## config.mk

```make
export PLATFORM = sky130hd
export DESIGN_NAME = id_stage_flat
export DESIGN_NICKNAME = d
export VERILOG_FILES = /design/src/rtl/rv32i_pkg.sv /design/src/rtl/id_stage_if.sv /design/src/rtl/imm_gen.sv /design/src/rtl/id_stage.sv /design/src/flat_wrapper.sv
export SDC_FILE = /design/constraint.sdc
export NUM_CORES = 1
export LEC_CHECK = 0
export CORE_ASPECT_RATIO = 1.75
export CORE_MARGIN = 8
export CORE_UTILIZATION = 42
export CTS_CLUSTER_SIZE = 28
export DETAILED_ROUTE_END_ITERATION = 8
export PLACE_DENSITY = 0.88
export SKIP_LAST_GASP = 1
export SLEW_MARGIN = 40
export SYNTH_ARGS = -nofsm -noshare
export SYNTH_HDL_FRONTEND = slang
export SYNTH_SLANG_ARGS = --single-unit
```

## constraint.sdc

```tcl
create_clock -name clk -period 2.3 [get_ports clk]
set_input_delay 0.46 -clock clk [delete_from_list [all_inputs] [get_ports clk]]
set_output_delay 0.46 -clock clk [all_outputs]
set_load 0.02 [all_outputs]
```

## src/rtl/rv32i_pkg.sv

```systemverilog
// Shared RV32I decode constants: base opcodes, immediate formats and the
// decoded-entry layout handed from decode to execute.
package rv32i_pkg;

  localparam logic [6:0] OP_LUI    = 7'b0110111;
  localparam logic [6:0] OP_AUIPC  = 7'b0010111;
  localparam logic [6:0] OP_JAL    = 7'b1101111;
  localparam logic [6:0] OP_JALR   = 7'b1100111;
  localparam logic [6:0] OP_BRANCH = 7'b1100011;
  localparam logic [6:0] OP_LOAD   = 7'b0000011;
  localparam logic [6:0] OP_STORE  = 7'b0100011;
  localparam logic [6:0] OP_IMM    = 7'b0010011;
  localparam logic [6:0] OP_OP     = 7'b0110011;
  localparam logic [6:0] OP_FENCE  = 7'b0001111;
  localparam logic [6:0] OP_SYSTEM = 7'b1110011;

  typedef enum logic [2:0] {
    IMM_NONE,
    IMM_I,
    IMM_S,
    IMM_B,
    IMM_U,
    IMM_J
  } imm_type_e;

  typedef struct packed {
    logic [31:0] pc;
    logic [31:0] imm;
    logic [4:0]  rd;
    logic        rd_we;
    logic [6:0]  opcode;
    logic [2:0]  funct3;
    logic        funct7b5;
    logic        illegal;
  } id_entry_t;

  function automatic imm_type_e imm_type_of(input logic [6:0] opcode);
    imm_type_e t;
    case (opcode)
      OP_LOAD, OP_IMM, OP_JALR: t = IMM_I;
      OP_STORE:                 t = IMM_S;
      OP_BRANCH:                t = IMM_B;
      OP_LUI, OP_AUIPC:         t = IMM_U;
      OP_JAL:                   t = IMM_J;
      default:                  t = IMM_NONE;
    endcase
    return t;
  endfunction

  function automatic logic is_legal(input logic [6:0] opcode);
    logic ok;
    case (opcode)
      OP_LUI, OP_AUIPC, OP_JAL, OP_JALR, OP_BRANCH, OP_LOAD,
      OP_STORE, OP_IMM, OP_OP, OP_FENCE, OP_SYSTEM: ok = 1'b1;
      default:                                      ok = 1'b0;
    endcase
    return ok;
  endfunction

  function automatic logic writes_rd(input logic [6:0] opcode);
    logic w;
    case (opcode)
      OP_STORE, OP_BRANCH, OP_FENCE, OP_SYSTEM: w = 1'b0;
      default:                                  w = 1'b1;
    endcase
    return w;
  endfunction

endpackage

```

## src/rtl/id_stage_if.sv

```systemverilog
// Decode-stage bus: fetch handshake, register-file read/writeback ports and
// the decoded entry offered to execute.
interface id_stage_if;
  logic        in_valid;
  logic        in_ready;
  logic [31:0] in_instr;
  logic [31:0] in_pc;
  logic        flush;
  logic [4:0]  rs1_addr;
  logic [4:0]  rs2_addr;
  logic [31:0] rs1_data;
  logic [31:0] rs2_data;
  logic        wb_we;
  logic [4:0]  wb_addr;
  logic [31:0] wb_data;
  logic        out_valid;
  logic        out_ready;
  logic [31:0] out_pc;
  logic [31:0] out_rs1_val;
  logic [31:0] out_rs2_val;
  logic [31:0] out_imm;
  logic [4:0]  out_rd;
  logic        out_rd_we;
  logic [6:0]  out_opcode;
  logic [2:0]  out_funct3;
  logic        out_funct7b5;
  logic        out_illegal;

  modport master (
    output in_valid, in_instr, in_pc, flush, rs1_data, rs2_data,
           wb_we, wb_addr, wb_data, out_ready,
    input  in_ready, rs1_addr, rs2_addr, out_valid, out_pc, out_rs1_val,
           out_rs2_val, out_imm, out_rd, out_rd_we, out_opcode, out_funct3,
           out_funct7b5, out_illegal
  );

  modport slave (
    input  in_valid, in_instr, in_pc, flush, rs1_data, rs2_data,
           wb_we, wb_addr, wb_data, out_ready,
    output in_ready, rs1_addr, rs2_addr, out_valid, out_pc, out_rs1_val,
           out_rs2_val, out_imm, out_rd, out_rd_we, out_opcode, out_funct3,
           out_funct7b5, out_illegal
  );
endinterface

```

## src/rtl/imm_gen.sv

```systemverilog
// Combinational RV32I immediate extraction; formats without an immediate
// (R-type, FENCE, SYSTEM, unknown opcodes) yield zero.
module imm_gen
  import rv32i_pkg::*;
(
  input  logic [31:0] instr,
  output logic [31:0] imm
);

  always_comb begin
    imm = '0;
    case (imm_type_of(instr[6:0]))
      IMM_I: imm = {{20{instr[31]}}, instr[31:20]};
      IMM_S: imm = {{20{instr[31]}}, instr[31:25], instr[11:7]};
      IMM_B: imm = {{19{instr[31]}}, instr[31], instr[7], instr[30:25], instr[11:8], 1'b0};
      IMM_U: imm = {instr[31:12], 12'b0};
      IMM_J: imm = {{11{instr[31]}}, instr[31], instr[19:12], instr[20], instr[30:21], 1'b0};
      default: imm = '0;
    endcase
  end

endmodule

```

## src/rtl/id_stage.sv

```systemverilog
// Decode stage: single-entry skid between fetch and execute with operand
// capture, writeback forwarding at capture time and while the entry stalls.
module id_stage
  import rv32i_pkg::*;
#(
  parameter bit BYPASS = 1'b1
) (
  input logic clk,
  input logic rst,
  id_stage_if.slave bus
);

  logic                 valid_q, valid_d;
  id_entry_t            entry_q, entry_d, dec_entry;
  logic [1:0][31:0]     op_val_q, op_val_d, cap_val, held_val, rf_data;
  logic [1:0][4:0]      src_idx_q, src_idx_d, src_idx;
  logic [31:0]          dec_imm;
  logic                 accept;

  assign src_idx      = {bus.in_instr[24:20], bus.in_instr[19:15]};
  assign rf_data      = {bus.rs2_data, bus.rs1_data};
  assign bus.rs1_addr = src_idx[0];
  assign bus.rs2_addr = src_idx[1];
  assign bus.in_ready = !valid_q || bus.out_ready;
  assign accept       = bus.in_valid && bus.in_ready;

  imm_gen u_imm_gen (
    .instr (bus.in_instr),
    .imm   (dec_imm)
  );

  // Index 0 of the pair is rs1, index 1 is rs2.
  genvar gi;
  generate
    for (gi = 0; gi < 2; gi++) begin : g_operand
      assign cap_val[gi] =
          (src_idx[gi] == 5'd0) ? 32'd0 :
          (BYPASS && bus.wb_we && bus.wb_addr == src_idx[gi]) ? bus.wb_data :
          rf_data[gi];
      // A stalled entry must still see writes retiring behind it.
      assign held_val[gi] =
          (bus.wb_we && src_idx_q[gi] != 5'd0 && bus.wb_addr == src_idx_q[gi]) ?
          bus.wb_data : op_val_q[gi];
    end
  endgenerate

  always_comb begin
    dec_entry          = '0;
    dec_entry.pc       = bus.in_pc;
    dec_entry.imm      = dec_imm;
    dec_entry.rd       = bus.in_instr[11:7];
    dec_entry.opcode   = bus.in_instr[6:0];
    dec_entry.funct3   = bus.in_instr[14:12];
    dec_entry.funct7b5 = bus.in_instr[30];
    dec_entry.illegal  = !is_legal(bus.in_instr[6:0]) || (bus.in_instr[1:0] != 2'b11);
    dec_entry.rd_we    = !dec_entry.illegal && writes_rd(bus.in_instr[6:0]) &&
                         (bus.in_instr[11:7] != 5'd0);
  end

  always_comb begin
    valid_d   = valid_q;
    entry_d   = entry_q;
    op_val_d  = op_val_q;
    src_idx_d = src_idx_q;
    if (bus.flush) begin
      valid_d = 1'b0;
    end else if (accept) begin
      valid_d   = 1'b1;
      entry_d   = dec_entry;
      op_val_d  = cap_val;
      src_idx_d = src_idx;
    end else if (valid_q && bus.out_ready) begin
      valid_d = 1'b0;
    end else if (valid_q) begin
      op_val_d = held_val;
    end
  end

  always_ff @(posedge clk) begin
    if (rst) begin
      valid_q   <= 1'b0;
      entry_q   <= '0;
      op_val_q  <= '0;
      src_idx_q <= '0;
    end else begin
      valid_q   <= valid_d;
      entry_q   <= entry_d;
      op_val_q  <= op_val_d;
      src_idx_q <= src_idx_d;
    end
  end

  assign bus.out_valid    = valid_q;
  assign bus.out_pc       = entry_q.pc;
  assign bus.out_rs1_val  = op_val_q[0];
  assign bus.out_rs2_val  = op_val_q[1];
  assign bus.out_imm      = entry_q.imm;
  assign bus.out_rd       = entry_q.rd;
  assign bus.out_rd_we    = entry_q.rd_we;
  assign bus.out_opcode   = entry_q.opcode;
  assign bus.out_funct3   = entry_q.funct3;
  assign bus.out_funct7b5 = entry_q.funct7b5;
  assign bus.out_illegal  = entry_q.illegal;

endmodule

```

## src/flat_wrapper.sv

```systemverilog
// flat-port wrapper written by rule: the top's interface ports become plain ports
module id_stage_flat import rv32i_pkg::*;
#(
  parameter bit BYPASS = 1'b1
)
  (clk, rst, bus_in_valid, bus_in_instr, bus_in_pc, bus_flush, bus_rs1_data, bus_rs2_data, bus_wb_we, bus_wb_addr, bus_wb_data, bus_out_ready, bus_in_ready, bus_rs1_addr, bus_rs2_addr, bus_out_valid, bus_out_pc, bus_out_rs1_val, bus_out_rs2_val, bus_out_imm, bus_out_rd, bus_out_rd_we, bus_out_opcode, bus_out_funct3, bus_out_funct7b5, bus_out_illegal);
  id_stage_if bus_i ();
  input logic clk;
  input logic rst;
  input wire logic [$bits(bus_i.in_valid)-1:0] bus_in_valid;
  input wire logic [$bits(bus_i.in_instr)-1:0] bus_in_instr;
  input wire logic [$bits(bus_i.in_pc)-1:0] bus_in_pc;
  input wire logic [$bits(bus_i.flush)-1:0] bus_flush;
  input wire logic [$bits(bus_i.rs1_data)-1:0] bus_rs1_data;
  input wire logic [$bits(bus_i.rs2_data)-1:0] bus_rs2_data;
  input wire logic [$bits(bus_i.wb_we)-1:0] bus_wb_we;
  input wire logic [$bits(bus_i.wb_addr)-1:0] bus_wb_addr;
  input wire logic [$bits(bus_i.wb_data)-1:0] bus_wb_data;
  input wire logic [$bits(bus_i.out_ready)-1:0] bus_out_ready;
  output wire logic [$bits(bus_i.in_ready)-1:0] bus_in_ready;
  output wire logic [$bits(bus_i.rs1_addr)-1:0] bus_rs1_addr;
  output wire logic [$bits(bus_i.rs2_addr)-1:0] bus_rs2_addr;
  output wire logic [$bits(bus_i.out_valid)-1:0] bus_out_valid;
  output wire logic [$bits(bus_i.out_pc)-1:0] bus_out_pc;
  output wire logic [$bits(bus_i.out_rs1_val)-1:0] bus_out_rs1_val;
  output wire logic [$bits(bus_i.out_rs2_val)-1:0] bus_out_rs2_val;
  output wire logic [$bits(bus_i.out_imm)-1:0] bus_out_imm;
  output wire logic [$bits(bus_i.out_rd)-1:0] bus_out_rd;
  output wire logic [$bits(bus_i.out_rd_we)-1:0] bus_out_rd_we;
  output wire logic [$bits(bus_i.out_opcode)-1:0] bus_out_opcode;
  output wire logic [$bits(bus_i.out_funct3)-1:0] bus_out_funct3;
  output wire logic [$bits(bus_i.out_funct7b5)-1:0] bus_out_funct7b5;
  output wire logic [$bits(bus_i.out_illegal)-1:0] bus_out_illegal;
  assign bus_i.in_valid = bus_in_valid;
  assign bus_i.in_instr = bus_in_instr;
  assign bus_i.in_pc = bus_in_pc;
  assign bus_i.flush = bus_flush;
  assign bus_i.rs1_data = bus_rs1_data;
  assign bus_i.rs2_data = bus_rs2_data;
  assign bus_i.wb_we = bus_wb_we;
  assign bus_i.wb_addr = bus_wb_addr;
  assign bus_i.wb_data = bus_wb_data;
  assign bus_i.out_ready = bus_out_ready;
  assign bus_in_ready = bus_i.in_ready;
  assign bus_rs1_addr = bus_i.rs1_addr;
  assign bus_rs2_addr = bus_i.rs2_addr;
  assign bus_out_valid = bus_i.out_valid;
  assign bus_out_pc = bus_i.out_pc;
  assign bus_out_rs1_val = bus_i.out_rs1_val;
  assign bus_out_rs2_val = bus_i.out_rs2_val;
  assign bus_out_imm = bus_i.out_imm;
  assign bus_out_rd = bus_i.out_rd;
  assign bus_out_rd_we = bus_i.out_rd_we;
  assign bus_out_opcode = bus_i.out_opcode;
  assign bus_out_funct3 = bus_i.out_funct3;
  assign bus_out_funct7b5 = bus_i.out_funct7b5;
  assign bus_out_illegal = bus_i.out_illegal;
  id_stage #(.BYPASS(BYPASS)) u_core (.clk(clk), .rst(rst), .bus(bus_i));
endmodule
```

Word-level counts from Yosys, hierarchy flattened
Cells that the tools add are included.

operators by class
  eq/ne operators = 22
  muxes and demuxes = 15
  bitwise gates (word level) = 1
  reductions and logical operators = 32

operators by type and width
  cell                                            number
  two-way mux 32 bit                              6
  two-way mux 64 bit                              3
  case mux 32 bit (5 select lines)                1
  == test 7 bit (second input constant)           4
  == test 7 x 6 -> 1 bit (second input constant)  3
  == test 5 bit                                   4
  case mux 3 bit (5 select lines)                 1
  nonzero test 5 bit                              3
  == test 7 x 5 -> 1 bit (second input constant)  2
  OR reduction 11 bit                             1
  logical AND 1 bit                               10
  zero test 5 bit                                 2
  AND reduction 4 bit                             2
  nonzero test 2 bit                              4
  == test 7 x 2 -> 1 bit (second input constant)  1
  == test 7 x 4 -> 1 bit (second input constant)  1
  == test 3 x 2 -> 1 bit (second input constant)  2
  == test 3 bit (second input constant)           2
  two-way mux 1 bit                               4
  OR reduction 2 bit                              2
  OR reduction 4 bit                              1
  == test 3 x 1 -> 1 bit (second input constant)  1
  zero test 1 bit                                 3
  OR reduction 3 bit                              1
  other kinds (5)                                 6

word-level totals
  register bits after elaboration = 157
  bits of input ports = 171
  output and inout port bits = 158
  word-level logic and storage cells = 83

Depth between registers and ports, before layout
Gate-level depths: netlist (run 1).

  word-level depth = 8
  gate-level depth with buffers = 7
  depth with buffers taken out = 6

By module
From an unflattened synthesis (run 1), not the netlist that was laid out.

unflattened totals
  cell total of the unflattened synthesis = 858
  area total of the unflattened synthesis = 7682.4 sq um

modules (own cells, without submodules)
  module    times used  cells an instance  area an instance (sq um)  sequential area each (sq um)
  id_stage  1           767                7075.5                    3143.0
  imm_gen   1           91                 606.8                     0.0

Worst setup path after synthesis (run 1)
No wires, ideal clock.

  path type = input to register
  start = input bus_in_instr[22]
  end = register u_core.op_val_q (netlist bit u_core.bus.out_rs2_val[10])
  setup time = 141 ps
  arrival time = 1741 ps
  data required time = 2159 ps
  path slack = 418 ps
  cell stages on the path = 6
  buffers on the path = 1
  path through = or4_4 -> o211ai_2 -> o21ba_4 -> buf_6 -> a221oi_2 -> nor3_2

on the way
  longest elaborated chain between the ends = 5
  elaborated cells on any way between the ends = 6
  those cells by class = eq/ne: 1; mux: 3; reduce/logical: 2

RTL lines
  what                    line                RTL
  from (decl)             flat_wrapper.sv:11  input wire logic [$bits(bus_i.in_instr)-1:0] bus_in_instr;
  == test 5 bit           id_stage.sv:38      (BYPASS && bus.wb_we && bus.wb_addr == src_idx[gi]) ? bus.wb_data :
  logical AND 1 bit       id_stage.sv:38
  two-way mux 32 bit      id_stage.sv:38
  two-way mux 32 bit (*)  id_stage.sv:37      (src_idx[gi] == 5'd0) ? 32'd0 :
  two-way mux 64 bit (*)  id_stage.sv:67      end else if (accept) begin
  to (signal assigned)    id_stage.sv:88      op_val_q <= op_val_d;
  to (decl)               id_stage.sv:15      logic [1:0][31:0] op_val_q, op_val_d, cap_val, held_val, rf_data;

Mark *: on every way between the ends. The rest lies on a longest branch, timed or not.
A chain may end at the register's enable or synchronous reset.

Worst setup path after layout (run 1)
  start = input bus_in_instr[16]
  end = output bus_rs1_addr[1]

RTL lines
  what       line                RTL
  to (decl)  flat_wrapper.sv:21  output wire logic [$bits(bus_i.rs1_addr)-1:0] bus_rs1_addr;

No word-level cell between the ends.

==> impl_metrics.csv, run 1 <==
group,metric,value,unit
drt,ant_nets,0,
worst_setup_path,critPathBufInv,4,
clocking,cts_tree,"yes",
place,place_hpwl,21700,um
sta,fin_crit,2.26,ns
worst_setup_path,cp.arrival,1.80,ns
die,die_width,116,um
sta,period_share,98.2,%
clocking,root_buffer,"clkbuf_16",
logic_synthesis,syn_inst,803,
worst_setup_path,critPathKind,"in2out",
clocking,path_clk_slew,0.06,ns
worst_setup_path,cp_slowest_stage_delay,0.61,ns
final_layout,syn_to_final_growth,60.6,%
logic_synthesis,avgSynthCellArea,9.17,um^2
place,port-buffer-count,328,
die,rows,64,
run_status,status,"completed",
logic_synthesis,ys_seq_area_share,42.7,%
drt,routed_wirelength,27900,um
place,pre_cts_ws,-0.248,ns
worst_setup_path,slowest_stage,"clkdlybuf4s50_1",
die,num_io_pins,329,
die,initial_utilization,42.6,%
clocking,cts_sinks,157,
global_route,grt_first_pass_wirelength,42700,um
place,finalWeightedCongestion,0.893,
pwr,switching_share,28.0,%
sta,worst_slack,0.0405,ns
pwr,internal_power,5.43,mW
drt,drcViolationCount,0,
drt,via_per_inst,5.36,
logic_synthesis,ys_ff_latch,157,
worst_setup_path,cp_top_family,"buffers and inverters",
sta,rsz0062_at_grt,"no",
clocking,clkLatencyLatePin,0.42,ns
final_layout,antennaDiodeCount,0,
logic_synthesis,yosysUniqueCellTypes,52,
pwr,p_leak,4.29,nW
pwr,ir_worst_vdd,0.504,mV
logic_synthesis,synthesis.nets,974,
sta,hold_ws,0.447,ns
drt,wl_per_cell,20.0,um
drt,drt-pass1-iter-count,6,
worst_setup_path,path_cells,"clkdlybuf4s50_1 -> buf_4 -> buf_4 -> clkdlybuf4s50_1",
pwr,p_clk_share,38.8,%
global_route,grt_max_degree,59,
logic_synthesis,synth_edf_count,0,
clocking,cts_buffer_depth,2,
sta,finalSetupViolCount,0,
logic_synthesis,mappedNetlistArea,7360,um^2
die,coreArea,17300,um^2
place,place_inst,1363,
pwr,power,7.54,mW
die,die_height,191,um
pwr,p_comb_share,22.2,%
global_route,antenna_found_initial,0,
sta,fmax,0.443,GHz
drt,drtIter0Drc,344,
clocking,numCtsBuffers,17,
clocking,htree_levels,4,
final_layout,finalNetCount,1322,
die,die-area,22200,um^2
pwr,p_switching,2.11,mW
final_layout,drive_gt1_share,20.8,%
pwr,pwr-share-seq,39.0,%
pwr,p_per_area,638,nW/um^2
worst_setup_path,crit_required,1.84,ns
sta,worst_pin_slew,0.689,ns
run,maxCapViolations,0,
worst_setup_path,startpoint_type,"input port",
global_route,grt_overflow,0,
sta,hold_violations,0,
clocking,cts_hold_buffers,0,
worst_setup_path,worstSetupEndpointType,"output pin",
drt,route.vias.total,7474,
logic_synthesis,async_flop_share,0,%
sta,maxSlewHeadroom,54.0,%
worst_hold_path,hold_class,"reg2reg",
global_route,grt_pass1_vias,7921,
sta,skew,0.00880,ns
global_route,grt_usage,24.8,%
final_layout,finalNonFillerCells,1395,
logic_synthesis,ys_warn_count,0,
worst_setup_path,worstPathMaxFanout,3,
logic_synthesis,synth_ff_type,"dfxtp_1",
sta,drv_slew,0,
[power by group through the flow]
| stage | Sequential [mW] | Combinational (mW) | Clock (mW) |
|---|---|---|---|
| detailed placement | 3.00 | 1.67 | 0 |
| global placement | 3.00 | 1.64 | 0 |
| CTS | 2.94 | 1.68 | 2.99 |
| floorplan | 3.16 | 0.624 | 0 |
| finish | 2.94 | 1.67 | 2.93 |
| global route | 2.96 | 1.77 | 3.11 |
[worst reg2reg max path: cells and delay by family (launching register included)]
family / cells / cell delay, ns
AO/OA/AOI/OAI: 3 / 0.97
AND/OR/NAND/NOR: 2 / 0.35
flip-flops: 1 / 0.31
buffers and inverters: 1 / 0.19
[cell type report]
class / count / area (um^2)
inverter: 5 / 18.8
sequential: 157 / 3140
clock buffer: 19 / 443
fill: 1336 / 5470
timing repair buffer: 408 / 4030
clock inverter: 13 / 164
multi-input combinational: 562 / 3740
tap: 231 / 289
[synthesized netlist by cell type, types with 12 or more instances]
master	number	area (um^2)
dfxtp_1	157	3140
a221oi_2	60	901
nor2_1	96	360
buf_2	16	80.1
clkbuf_1	31	116
nor3_1	30	150
nand2_1	149	559
buf_6	18	203
xnor2_1	18	158
nor3_2	44	440
a21oi_1	72	360
a211oi_1	12	90.1
[state kept, by name, indices dropped and copies added, names as in the netlist]
| name | flops |
|---|---|
| u_core.bus.out_rs1_val | 32 |
| u_core.bus.out_funct3 | 3 |
| u_core.bus.out_opcode | 7 |
| u_core.bus.out_imm | 32 |
| u_core.bus.out_rs2_val | 32 |
| u_core.bus.out_valid | 1 |
| u_core.bus.out_rd | 5 |
| u_core.bus.out_pc | 32 |
| u_core.bus.out_illegal | 1 |
| u_core.src_idx_q | 10 |
| u_core.bus.out_funct7b5 | 1 |
| u_core.bus.out_rd_we | 1 |
[what timing repair did]
item,4_1_cts,5_1_grt
endpoints found under the hold margin,0,0
endpoints found under the setup margin,3,1
resized for setup,3,1
setup buffers,0,0
[cells by family after synthesis]
family                 count (synthesis)  synth area share (%)
XOR/XNOR                              18                  2.14
flip-flops                           157                  42.7
AO/OA/AOI/OAI                        190                  24.2
buffers and inverters                 84                  6.92
multiplexers                           1                 0.136
AND/OR/NAND/NOR                      353                  23.9
[layer usage]
metal / track usage [%] / wire [um] / up-vias / part of all wire [%]
met2: 46.3 / 15100 / 346 / 54
met3: 7.47 / 2230 / 71 / 8.0
met1: 23.7 / 9550 / 3519 / 34
met5: 0 / 0 / - / 0
li1: - / - / 3538 / -
met4: 11.8 / 1050 / 0 / 3.8
[through the flow]
stage	cell area (um^2)	util (%)	setup TNS, ns
2_1_floorplan	7360	-	0
3_3_place_gp	11200	64.9	-13.64
3_5_place_dp	11200	64.9	-15.19
4_1_cts	11800	68.4	0
5_1_grt	11800	68.4	0
6_report	11800	68.4	0
[path summary, 6_finish.rpt]
| path | from | to | slack (ns) | cells after the start |
|---|---|---|---|---|
| worst max-delay path | bus_in_instr[16] | bus_rs1_addr[1] | 0.04 | 4 |
| worst min-delay path | u_core.bus.out_imm[14]$_SDFFE_PP0P_ | u_core.bus.out_imm[14]$_SDFFE_PP0P_ | 0.45 | 2 |
| worst max register to register | u_core.bus.out_valid$_SDFFE_PP0P_ | u_core.bus.out_rs2_val[1]$_SDFFE_PP0P_ | 0.41 | 6 |
| worst min register to register | u_core.bus.out_imm[14]$_SDFFE_PP0P_ | u_core.bus.out_imm[14]$_SDFFE_PP0P_ | 0.45 | 2 |
[cell usage in the layout (no fill, tap or decap), types with 2 or more instances in the layout]
master | netlist | final
buf_4 | 10 | 68
a22oi_1 | 6 | 6
nor2b_1 | 3 | 3
clkdlybuf4s50_1 | 0 | 323
inv_6 | 0 | 3
o211ai_2 | 2 | 2
a211oi_1 | 12 | 12
buf_12 | 0 | 12
or3_1 | 3 | 2
nor2_2 | 2 | 2
dfxtp_1 | 157 | 157
xnor2_1 | 18 | 18
nor3_1 | 30 | 28
clkinv_2 | 0 | 2
or4_1 | 2 | 2
or4_4 | 4 | 4
nand4_1 | 5 | 5
a31oi_1 | 2 | 2
dlygate4sd2_1 | 0 | 3
and2_1 | 4 | 4
nor3_2 | 44 | 46
inv_1 | 4 | 4
clkbuf_16 | 0 | 17
bufinv_16 | 0 | 3
a21oi_1 | 72 | 72
nand2_1 | 149 | 149
a221oi_1 | 8 | 8
nor2_1 | 96 | 96
o21ai_1 | 10 | 10
nand2b_1 | 2 | 2
o31ai_4 | 3 | 4
nand3_1 | 3 | 3
a221oi_2 | 60 | 60
o21ba_4 | 2 | 2
clkinvlp_4 | 0 | 5
(Power assumes the default switching activity.)
==> inputs of run 2 (changes only) <==
Settings changed: ABC_CLOCK_PERIOD_IN_PS from default to 2300.
==> results of run 2 <==
Same layout as run 1: the final DEF is identical, and so are final timing and power.
